## src/rtl/aes_stream_loader_if.sv

```systemverilog
// Host-side word stream bundle for aes_stream_loader: 32-bit input words in, 32-bit result words out.
// master = host/bench side, slave = loader side.
interface aes_stream_loader_if;
    logic        in_valid;
    logic        in_ready;
    logic [31:0] in_data;
    logic        out_valid;
    logic        out_ready;
    logic [31:0] out_data;
    logic        out_last;

    modport master (
        output in_valid, in_data, out_ready,
        input  in_ready, out_valid, out_data, out_last
    );

    modport slave (
        input  in_valid, in_data, out_ready,
        output in_ready, out_valid, out_data, out_last
    );
endinterface

```

## src/rtl/aes_stream_loader.sv

```systemverilog
// Purpose: gathers header/key/data words for aes_core, pulses load, returns the 128-bit result as 4 words.
// Latency: load 1 cycle after the last data word, then ARM + WAIT; optional AES_TRIGGER_EN drives trigger_o.
// Backpressure: in_ready is low outside header/key/data phases; out_data/out_last hold while out_ready is low.
module aes_stream_loader #(
    parameter int WAIT_MAX = 1023
) (
    input  logic                 clk,
    input  logic                 reset,
    aes_stream_loader_if.slave   bus,
    output logic                 err_o,
    output logic                 trigger_o,
    output logic                 core_load_o,
    output logic [255:0]         core_key_o,
    output logic [127:0]         core_data_o,
    output logic [1:0]           core_size_o,
    output logic                 core_dec_o,
    input  logic [127:0]         core_data_i,
    input  logic                 core_busy_i
);
    localparam int CW = $clog2(WAIT_MAX + 1);

    typedef enum logic [2:0] {
        S_IDLE, S_KEY, S_DATA, S_LOAD, S_ARM, S_WAIT, S_OUT
    } state_t;

    state_t         r_state, w_next;
    logic [255:0]   r_key;
    logic [127:0]   r_data;
    logic [127:0]   r_result;
    logic [1:0]     r_size;
    logic           r_dec;
    logic           r_err;
    logic [2:0]     r_key_cnt;
    logic [1:0]     r_data_cnt;
    logic [1:0]     r_out_cnt;
    logic [CW-1:0]  r_wait_cnt;

    logic           w_in_ready, w_out_valid, w_load;
    logic           w_in_fire, w_out_fire;
    logic [2:0]     w_key_last_idx;
    logic           w_key_last, w_timeout, w_wait_done;
    logic [31:0]    w_out_word;

    assign w_in_fire      = bus.in_valid && w_in_ready;
    assign w_out_fire     = w_out_valid && bus.out_ready;
    assign w_key_last_idx = (r_size == 2'd0) ? 3'd3 : (r_size == 2'd1) ? 3'd5 : 3'd7;
    assign w_key_last     = (r_key_cnt == w_key_last_idx);
    // Capture has priority: a timeout only counts while busy is still high.
    assign w_timeout      = core_busy_i && (r_wait_cnt == CW'(WAIT_MAX - 1));
    assign w_wait_done    = !core_busy_i || w_timeout;
    assign w_out_word     = r_result[{~r_out_cnt, 5'b0} +: 32];

    always_ff @(posedge clk) begin
        if (reset) r_state <= S_IDLE;
        else       r_state <= w_next;
    end

    always_comb begin
        w_next      = r_state;
        w_in_ready  = 1'b0;
        w_out_valid = 1'b0;
        w_load      = 1'b0;
        case (r_state)
            S_IDLE: begin
                w_in_ready = 1'b1;
                if (w_in_fire) w_next = S_KEY;
            end
            S_KEY: begin
                w_in_ready = 1'b1;
                if (w_in_fire && w_key_last) w_next = S_DATA;
            end
            S_DATA: begin
                w_in_ready = 1'b1;
                if (w_in_fire && r_data_cnt == 2'd3) w_next = S_LOAD;
            end
            S_LOAD: begin
                w_load = 1'b1;
                w_next = S_ARM;
            end
            S_ARM:  w_next = S_WAIT;
            S_WAIT: if (w_wait_done) w_next = S_OUT;
            S_OUT: begin
                w_out_valid = 1'b1;
                if (w_out_fire && r_out_cnt == 2'd3) w_next = S_IDLE;
            end
            default: w_next = S_IDLE;
        endcase
    end

    always_ff @(posedge clk) begin
        if (reset) begin
            r_key      <= '0;
            r_data     <= '0;
            r_result   <= '0;
            r_size     <= '0;
            r_dec      <= 1'b0;
            r_err      <= 1'b0;
            r_key_cnt  <= '0;
            r_data_cnt <= '0;
            r_out_cnt  <= '0;
            r_wait_cnt <= '0;
        end else begin
            case (r_state)
                S_IDLE: if (w_in_fire) begin
                    r_size     <= bus.in_data[1:0];
                    r_dec      <= bus.in_data[2];
                    r_key      <= '0;
                    r_data     <= '0;
                    r_err      <= 1'b0;
                    r_key_cnt  <= '0;
                    r_data_cnt <= '0;
                end
                S_KEY: if (w_in_fire) begin
                    r_key[{~r_key_cnt, 5'b0} +: 32] <= bus.in_data;
                    if (!w_key_last) r_key_cnt <= r_key_cnt + 3'd1;
                end
                S_DATA: if (w_in_fire) begin
                    r_data[{~r_data_cnt, 5'b0} +: 32] <= bus.in_data;
                    if (r_data_cnt != 2'd3) r_data_cnt <= r_data_cnt + 2'd1;
                end
                S_ARM: r_wait_cnt <= '0;
                S_WAIT: begin
                    if (!core_busy_i) begin
                        r_result  <= core_data_i;
                        r_out_cnt <= '0;
                    end else if (w_timeout) begin
                        r_result  <= '0;
                        r_err     <= 1'b1;
                        r_out_cnt <= '0;
                    end else begin
                        r_wait_cnt <= r_wait_cnt + CW'(1);
                    end
                end
                S_OUT: if (w_out_fire && r_out_cnt != 2'd3) r_out_cnt <= r_out_cnt + 2'd1;
                default: ;
            endcase
        end
    end

`ifdef AES_TRIGGER_EN
    logic r_trigger;
    // High from the cycle after LOAD through the capture/timeout cycle.
    always_ff @(posedge clk) begin
        if (reset)                                r_trigger <= 1'b0;
        else if (r_state == S_LOAD)               r_trigger <= 1'b1;
        else if (r_state == S_WAIT && w_wait_done) r_trigger <= 1'b0;
    end
    assign trigger_o = r_trigger;
`else
    assign trigger_o = 1'b0;
`endif

    assign bus.in_ready  = w_in_ready;
    assign bus.out_valid = w_out_valid;
    assign bus.out_data  = w_out_valid ? w_out_word : 32'h0;
    assign bus.out_last  = w_out_valid && (r_out_cnt == 2'd3);
    assign err_o         = r_err;
    assign core_load_o   = w_load;
    assign core_key_o    = r_key;
    assign core_data_o   = r_data;
    assign core_size_o   = r_size;
    assign core_dec_o    = r_dec;
endmodule
```

## src/flat_wrapper.sv

```systemverilog
// flat-port wrapper written by rule: the top's interface ports become plain ports
module aes_stream_loader_flat 
#(
    parameter int WAIT_MAX = 1023
)
  (clk, reset, err_o, trigger_o, core_load_o, core_key_o, core_data_o, core_size_o, core_dec_o, core_data_i, core_busy_i, bus_in_valid, bus_in_data, bus_out_ready, bus_in_ready, bus_out_valid, bus_out_data, bus_out_last);
  aes_stream_loader_if bus_i ();
  input  logic clk;
  input  logic reset;
  output logic err_o;
  output logic trigger_o;
  output logic core_load_o;
  output logic [255:0] core_key_o;
  output logic [127:0] core_data_o;
  output logic [1:0] core_size_o;
  output logic core_dec_o;
  input  logic [127:0] core_data_i;
  input  logic core_busy_i;
  input wire logic [$bits(bus_i.in_valid)-1:0] bus_in_valid;
  input wire logic [$bits(bus_i.in_data)-1:0] bus_in_data;
  input wire logic [$bits(bus_i.out_ready)-1:0] bus_out_ready;
  output wire logic [$bits(bus_i.in_ready)-1:0] bus_in_ready;
  output wire logic [$bits(bus_i.out_valid)-1:0] bus_out_valid;
  output wire logic [$bits(bus_i.out_data)-1:0] bus_out_data;
  output wire logic [$bits(bus_i.out_last)-1:0] bus_out_last;
  assign bus_i.in_valid = bus_in_valid;
  assign bus_i.in_data = bus_in_data;
  assign bus_i.out_ready = bus_out_ready;
  assign bus_in_ready = bus_i.in_ready;
  assign bus_out_valid = bus_i.out_valid;
  assign bus_out_data = bus_i.out_data;
  assign bus_out_last = bus_i.out_last;
  aes_stream_loader #(.WAIT_MAX(WAIT_MAX)) u_core (.clk(clk), .reset(reset), .bus(bus_i), .err_o(err_o), .trigger_o(trigger_o), .core_load_o(core_load_o), .core_key_o(core_key_o), .core_data_o(core_data_o), .core_size_o(core_size_o), .core_dec_o(core_dec_o), .core_data_i(core_data_i), .core_busy_i(core_busy_i));
endmodule
```

## config.mk

```make
export PLATFORM = sky130hd
export DESIGN_NAME = aes_stream_loader_flat
export DESIGN_NICKNAME = d
export VERILOG_FILES = /design/src/rtl/aes_stream_loader_if.sv /design/src/rtl/aes_stream_loader.sv /design/src/flat_wrapper.sv
export SDC_FILE = /design/constraint.sdc
export NUM_CORES = 1
export LEC_CHECK = 0
export CAP_MARGIN = 20
export CORE_AREA = 2 2 231 233
export CTS_CLUSTER_DIAMETER = 200
export DETAILED_ROUTE_END_ITERATION = 8
export DIE_AREA = 0 0 233 235
export GPL_TIMING_DRIVEN = 0
export PLACE_DENSITY = 0.66
export SETUP_SLACK_MARGIN = 0.05
export SYNTH_ARGS = -nofsm -noshare
export SYNTH_HDL_FRONTEND = slang
export SYNTH_SLANG_ARGS = --single-unit
```

## constraint.sdc

```tcl
create_clock -name clk -period 2.1 [get_ports clk]
set_input_delay 0.42 -clock clk [delete_from_list [all_inputs] [get_ports clk]]
set_output_delay 0.42 -clock clk [all_outputs]
set_load 0.01 [all_outputs]
```

==> results of run 1 <==
[kinds of logic after synthesis]
group,synth area share
buf+inv,0.0498
simple gates,0.125
fa+ha+maj,0.00697
mux,0.0396
flops,0.544
compound gates,0.235
other cells,0.000190
[path summary, 6_finish.rpt]
path | endpoint | startpoint | depth (start not counted) | slack, ns
worst max-delay path | bus_out_data[25] | u_core.r_out_cnt[0] | 6 | -0.45
worst min register to register | u_core.core_key_o[148] | u_core.core_key_o[148] | 1 | 0.46
worst max register to register | u_core.core_data_o[112] | u_core.r_data_cnt[0] | 8 | -0.13
worst min-delay path | u_core.r_result[127] | core_data_i[127] | 2 | 0.38
[metrics by stage]
stage               power, mW  hold WS, ns
floorplan                11.6        0.444
global placement         12.7        0.439
detailed placement       12.7        0.446
CTS                      23.4        0.354
global route             24.7        0.366
finish                   24.1        0.378
[cell type report]
class / instances / area (µm²) / share of cell area
Sequential cell: 536 / 10800 / 0.328
Multi-Input combinational cell: 1146 / 9830 / 0.300
Timing Repair Buffer: 729 / 7680 / 0.235
Buffer: 204 / 1670 / 0.0511
Clock buffer: 79 / 1620 / 0.0494
Tap cell: 688 / 861 / 0.0263
Clock inverter: 20 / 283 / 0.00863
Inverter: 12 / 50.0 / 0.00153
Antenna cell: 3 / 7.51 / 0.000229
[state kept, by name, summed over array words and instances (netlist names)]
signal / cells
u_core.core_key_o: 256
u_core.core_data_o: 128
u_core.r_result: 128
u_core.r_wait_cnt: 10
u_core.r_key_cnt: 3
u_core.r_state: 3
u_core.core_size_o: 2
u_core.r_data_cnt: 2
u_core.r_out_cnt: 2
u_core.core_dec_o: 1
u_core.err_o: 1
[metal layers]
metal	track usage	wire, µm	up-vias
met5	0	34	-
li1	-	-	8607
met1	0.369	34400	9806
met4	0.139	5240	4
met2	0.523	43700	1006
met3	0.0785	8100	265
[worst reg2reg max path: cells and delay by family (launching register included)]
| kind | cells | cell delay (ns) |
|---|---|---|
| AO/OA/AOI/OAI | 1 | 0.15 |
| buffers and inverters | 3 | 0.47 |
| flip-flops | 1 | 0.34 |
| AND/OR/NAND/NOR | 3 | 1.06 |
| adder cells (fa/ha/maj) | 1 | 0.15 |
[repair_timing]
action | CTS | global route
buffers inserted | 71 | 43
cloned | 12 | 20
resized for setup | 541 | 551
pin swaps | 40 | 132
setup endpoints to repair | 589 | 559
[power by group]
part           internal [mW]  total, mW  switching, mW
clock                   5.99       10.3           4.34
sequential              10.2       10.3         0.0545
combinational           1.41       3.42           2.02
total                   17.6       24.1           6.41
[placed cells by master, fill, tap and decap left out, drive strengths merged, types with 3 or more instances in the layout]
cell and instances:
dfxtp 536, clkdlybuf4s50 520, buf 266, nor2 202, clkbuf 194, a22oi 193
a22o 173, a21oi 109, nand2 90, nand3 90, a32o 51, o21ai 45
nor2b 33, mux4 32, and2 20, dlygate4sd2 18, dlymetal6s2s 14, inv 14
ha 11, nor3 10, clkinv 9, or4 8, o31ai 7, mux2i 6
nor4 6, or3 5, bufinv 5, or4b 5, clkinvlp 4, nor4b 4
nor3b 4, diode 3, o311ai 3, nand2b 3, a21boi 3, and4 3
o41ai 3, and3 3
==> out/qor.txt, run 1 <==
Post-Syn Instances: 1907
CTS Buf Count: 55
Synth area leaders: dfxtp_1 (54%), a22o_1 (7.7%), a22oi_1 (6.2%)
DRC Markers: 0
Top cells by instance count after synthesis: dfxtp_1 (536), a22o_1 (173), nor2_1 (172)
DRT antenna net count: 0
Starting Density: 0.378
CTS clk-pin slew, worst paths: 0.06 ns
Routability cong.: 0.881
Detailed Route Iter0 Violations: 1424
Largest delay share family, worst path: buffers and inverters
Post-Syn Area per Cell: 10.3 µm²
Global route overflow: 0
Max-Cap Viols: 0
Async set or reset register ratio after synthesis: 0
Most frequent cell after synthesis: dfxtp_1
Critical-path cell list: clkbuf_16 > buf_12 > buf_12 > mux4_2 > nor2b_1 > buf_2
Design area: 32800 µm²
Max stage delay cell, worst path: mux4_2
Die area: 54800 µm²
CP arrival: 2.13 ns
Yosys cell types: 68
Height of the die: 235 µm
CTS tree: yes
Worst path required time: 1.68 ns
Clock buffer depth: 3
Top cell type's share of synthesized area: 0.544
Post-synthesis sequential area ratio: 0.544
Number of antenna violations at the first check in global routing: 5
Mapped Area: 19700 µm²
Slew Viols, Final: 0
Vias in the first global route: 19100
Hold_buf cts: 0
Setup Viol. Count Final: 176
Port Buffer Count: 588
Critical Path Sink Type: output port
Syn Nets: 2083
Setup WS post-layout: -0.454 ns
Most common cell on crit path: buf_12
CP peak stage delay: 0.48 ns
Number of flops mapped to enable cells by yosys: 0
Final Hold Viols: 0
H-Tree Depth: 2
Fillers: 4142
Largest net degree at the start of global routing: 16
P per Cell Area: 734 nW/µm²
Vias: 19700
Share of cells above drive strength 1: 0.323
DR pass1 iterations: 5
Failing checks: setup timing
Worst path bufs/invs: 4
Status: complete, but fails checks
CTS root buf: clkbuf_16
Post-Layout Cell Count: 3417
Detailed Route WL: 91400 µm
Max Fclk: 392 MHz
Clock skew: 0.0252 ns
DP Worst Slack: -1.44 ns
Hold crit path type: primary input to flop
Final #Nets: 2860
Synth warn: 0
Final setup TNS: -18.19 ns
Unrepaired setup endpoints after global routing: true
Global-route wire length before repair: 126000 µm
Relative slew slack: 0.288
Clock sink total: 536
Worst Path Max Fanout: 7
Seq cells post-synth: 536
Lkg Pwr: 12.0 nW
Tmin final: 2.55 ns
Top Ports: 590
Slew @ Worst Pin: 1.07 ns
Core area: 52200 µm²
Clock Latency Late Sink: 0.63 ns
Placed instance area: 26500 µm²
Worst setup SP type: flop
Max VDD drop: 0.000686 V
All-Layer GR Usage: 0.310
Placement Rows: 84
HPWL after detailed placement: 62300 µm
Fin util: 0.627
Largest area contributor in the netlist: dfxtp_1
Vias per cell: 5.76
Synth Flop Type: dfxtp_1
CP Class: flop to output port
Drt wl/cell: 26.7 µm
Post-Place Cells: 3184
Period utilisation layout: 1.22
Synth-to-Final Area Change: 66.0%
Die W: 233 µm
(Power assumes the default switching activity.)
==> run 2, diff against run 1 <==
--- a/config.mk
+++ b/config.mk
@@ -7,6 +7,7 @@
 export LEC_CHECK = 0
 export CAP_MARGIN = 20
 export CORE_AREA = 2 2 231 233
+export CTS_BUF_LIST = sky130_fd_sc_hd__clkbuf_16
 export CTS_CLUSTER_DIAMETER = 200
 export DETAILED_ROUTE_END_ITERATION = 8
 export DIE_AREA = 0 0 233 235
==> run 2 against run 1 <==
  * Critical path type unchanged
  * Flip-flop and latch count unchanged
  * Clock power fell by 5%
  * The run still ends with setup timing left
  * Fmax barely moved
  * Worst setup slack improved by 0.0011 ns
  * Utilization fell by 2.0 points
  * Clock-buffer cell count decreased by 23
  * Total power shrank 3.5%
==> out/qor.txt, run 2 (synthesis results as in run 1) <==
Power share of the sequential group: 0.444 (+0.016)
Vias in the first global route: 19100 (+0.29%)
Design area: 31700 µm² (-3.2%)
Vias per cell: 5.70 (-1.1%)
Clock sink total: 536 (unchanged)
CP peak stage delay: 0.48 ns (about the same)
Tmin final: 2.55 ns (-0.00108 ns)
Post-Place Cells: 3184 (unchanged)
Vias: 19400 (-1.6%)
Setup Viol. Count Final: 108 (-39%)
Failing checks: setup timing
DR pass1 iterations: 9 (+4)
Synth-to-Final Area Change: 60.7%
Psw: 6.26 mW (-2.3%)
Placed instance area: 26500 µm² (unchanged)
All-Layer GR Usage: 0.310 (about the same)
DRT antenna net count: 0 (unchanged)
Largest net degree at the start of global routing: 16 (unchanged)
Worst path required time: 1.68 ns (about the same)
P per Cell Area: 732 nW/µm² (-0.36%)
Period utilisation layout: 1.22 (about the same)
Critical-path cell list: clkbuf_16 > buf_12 > buf_12 > mux4_2 > nor2b_1 > buf_2
Die W: 233 µm (unchanged)
Port Buffer Count: 588 (unchanged)
Final #Nets: 2842 (-0.63%)
Clock Power Share: 0.421 (-0.009)
Max VDD drop: 0.000676 V (-1.6%)
Clock skew: 0.0231 ns (-0.00208 ns)
Unrepaired setup endpoints after global routing: true
Clock buffer depth: 3 (unchanged)
Most common cell on crit path: buf_12
Final setup TNS: -16.65 ns (+1.54 ns)
Worst Path Max Fanout: 7 (unchanged)
Core area: 52200 µm² (unchanged)
CTS Buf Count: 55 (unchanged)
Reg2Reg Setup Slack: -0.13 ns (about the same)
Hold_buf cts: 0 (unchanged)
CTS tree: yes
Worst setup SP type: flop
Global-route wire length before repair: 126000 µm (about the same)
DRC Markers: 0 (unchanged)
CTS clk-pin slew, worst paths: 0.06 ns (about the same)
CP arrival: 2.13 ns (about the same)
H-Tree Depth: 2 (unchanged)
Status: complete, but fails checks
Detailed Route WL: 89700 µm (-1.8%)
CP Class: flop to output port
Commonest non-fill, non-tap cell in the layout: clkdlybuf4s50_1
Number of antenna violations at the first check in global routing: 5 (unchanged)
Largest register FFs: 256 (unchanged)
Share of cells above drive strength 1: 0.282 (-0.0414)
Die area: 54800 µm² (unchanged)
Relative slew slack: 0.279 (-0.00847)
Placement Rows: 84 (unchanged)
Slew @ Worst Pin: 1.08 ns (+0.0127 ns)
Height of the die: 235 µm (unchanged)
Slew Viols, Final: 0 (unchanged)
Max stage delay cell, worst path: mux4_2
Lkg Pwr: 11.3 nW (-5.9%)
Hold crit path type: primary input to flop
Routability cong.: 0.881 (unchanged)
Critical Path Sink Type: output port
Setup WS post-layout: -0.452 ns (+0.00108 ns)
Drt wl/cell: 26.4 µm (-1.3%)
HPWL after detailed placement: 62300 µm (unchanged)
Max-Cap Viols: 0 (unchanged)
Internal power: 16.9 mW (-4.0%)
Global route overflow: 0 (unchanged)
Detailed Route Iter0 Violations: 1517 (+6.5%)
Post-Layout Cell Count: 3399 (-0.53%)
CTS root buf: clkbuf_16
Logic pwr share: 0.135 (-0.007)
Commonest non-fill, non-tap cells in the layout: clkdlybuf4s50_1 (534), dfxtp_1 (524), a22o_1 (173), nor2_1 (171), a22oi_1 (144)
Sw Ratio: 0.270 (+0.00333)
Clock Latency Late Sink: 0.63 ns (about the same)
Max Fclk: 392 MHz (about the same)
Top Ports: 590 (unchanged)
Starting Density: 0.378 (unchanged)
Final Hold Viols: 0 (unchanged)
run 2: area by class of cell:
cell class / count / area, µm²
Multi-Input combinational cell: 1146 / 9410
Antenna cell: 3 / 7.51
Inverter: 12 / 50.0
Timing Repair Buffer: 709 / 7250
Buffer: 206 / 1600
Clock buffer: 56 / 1400
Sequential cell: 536 / 10800
Fill cell: 4290 / 20500
Clock inverter: 43 / 369
Tap cell: 688 / 861
run 2: power by group through the flow:
| stage | logic [mW] | clock network [mW] | registers, mW |
|---|---|---|---|
| after global routing | 3.26 | 10.3 | 10.3 |
| final | 3.14 | 9.76 | 10.3 |
| after detailed placement | 2.21 | 0 | 10.5 |
| after global placement | 2.17 | 0 | 10.5 |
| after floorplan | 1.04 | 0 | 10.5 |
| after CTS | 2.68 | 9.84 | 10.3 |
run 2: per-stage QoR:
stage	worst slack, ns	utilization	hold slack (ns)	power, mW
global route	-0.506	0.607	0.364	23.8
global placement	-1.41	0.508	0.439	12.7
finish	-0.452	0.607	0.378	23.2
CTS	-0.495	0.579	0.352	22.8
detailed placement	-1.44	0.508	0.446	12.7
floorplan	0.0289	-	0.444	11.6
run 2: path summary, 6_finish.rpt:
check	from	endpoint	cells past startpoint
max	u_core.r_out_cnt[0]	bus_out_data[25]	6
min	core_data_i[127]	u_core.r_result[127]	2
max reg2reg	u_core.r_data_cnt[0]	u_core.core_data_o[99]	8
min reg2reg	u_core.core_key_o[148]	u_core.core_key_o[148]	1
run 2: critical path: cells and delay by family (launching register included):
kind / cells / cell delay (ns)
muxes: 1 / 0.48
and+or+nand+nor: 1 / 0.14
DFF: 1 / 0.34
buffers and inverters: 4 / 0.52
run 2: per-layer routing:
metal  track usage  part of all wire  vias to the layer above
met2         0.523              0.48                      976
met1         0.367              0.38                     9605
met5             0           0.00038                        -
li1              -                 -                     8538
met4         0.143             0.055                        4
met3        0.0800             0.086                      243
run 2: timing repair:
item,CTS,global route
gates resized for setup,550,354
gates cloned,12,11
setup buffers,71,31
endpoints found under the setup margin,589,546
pin swaps,40,93
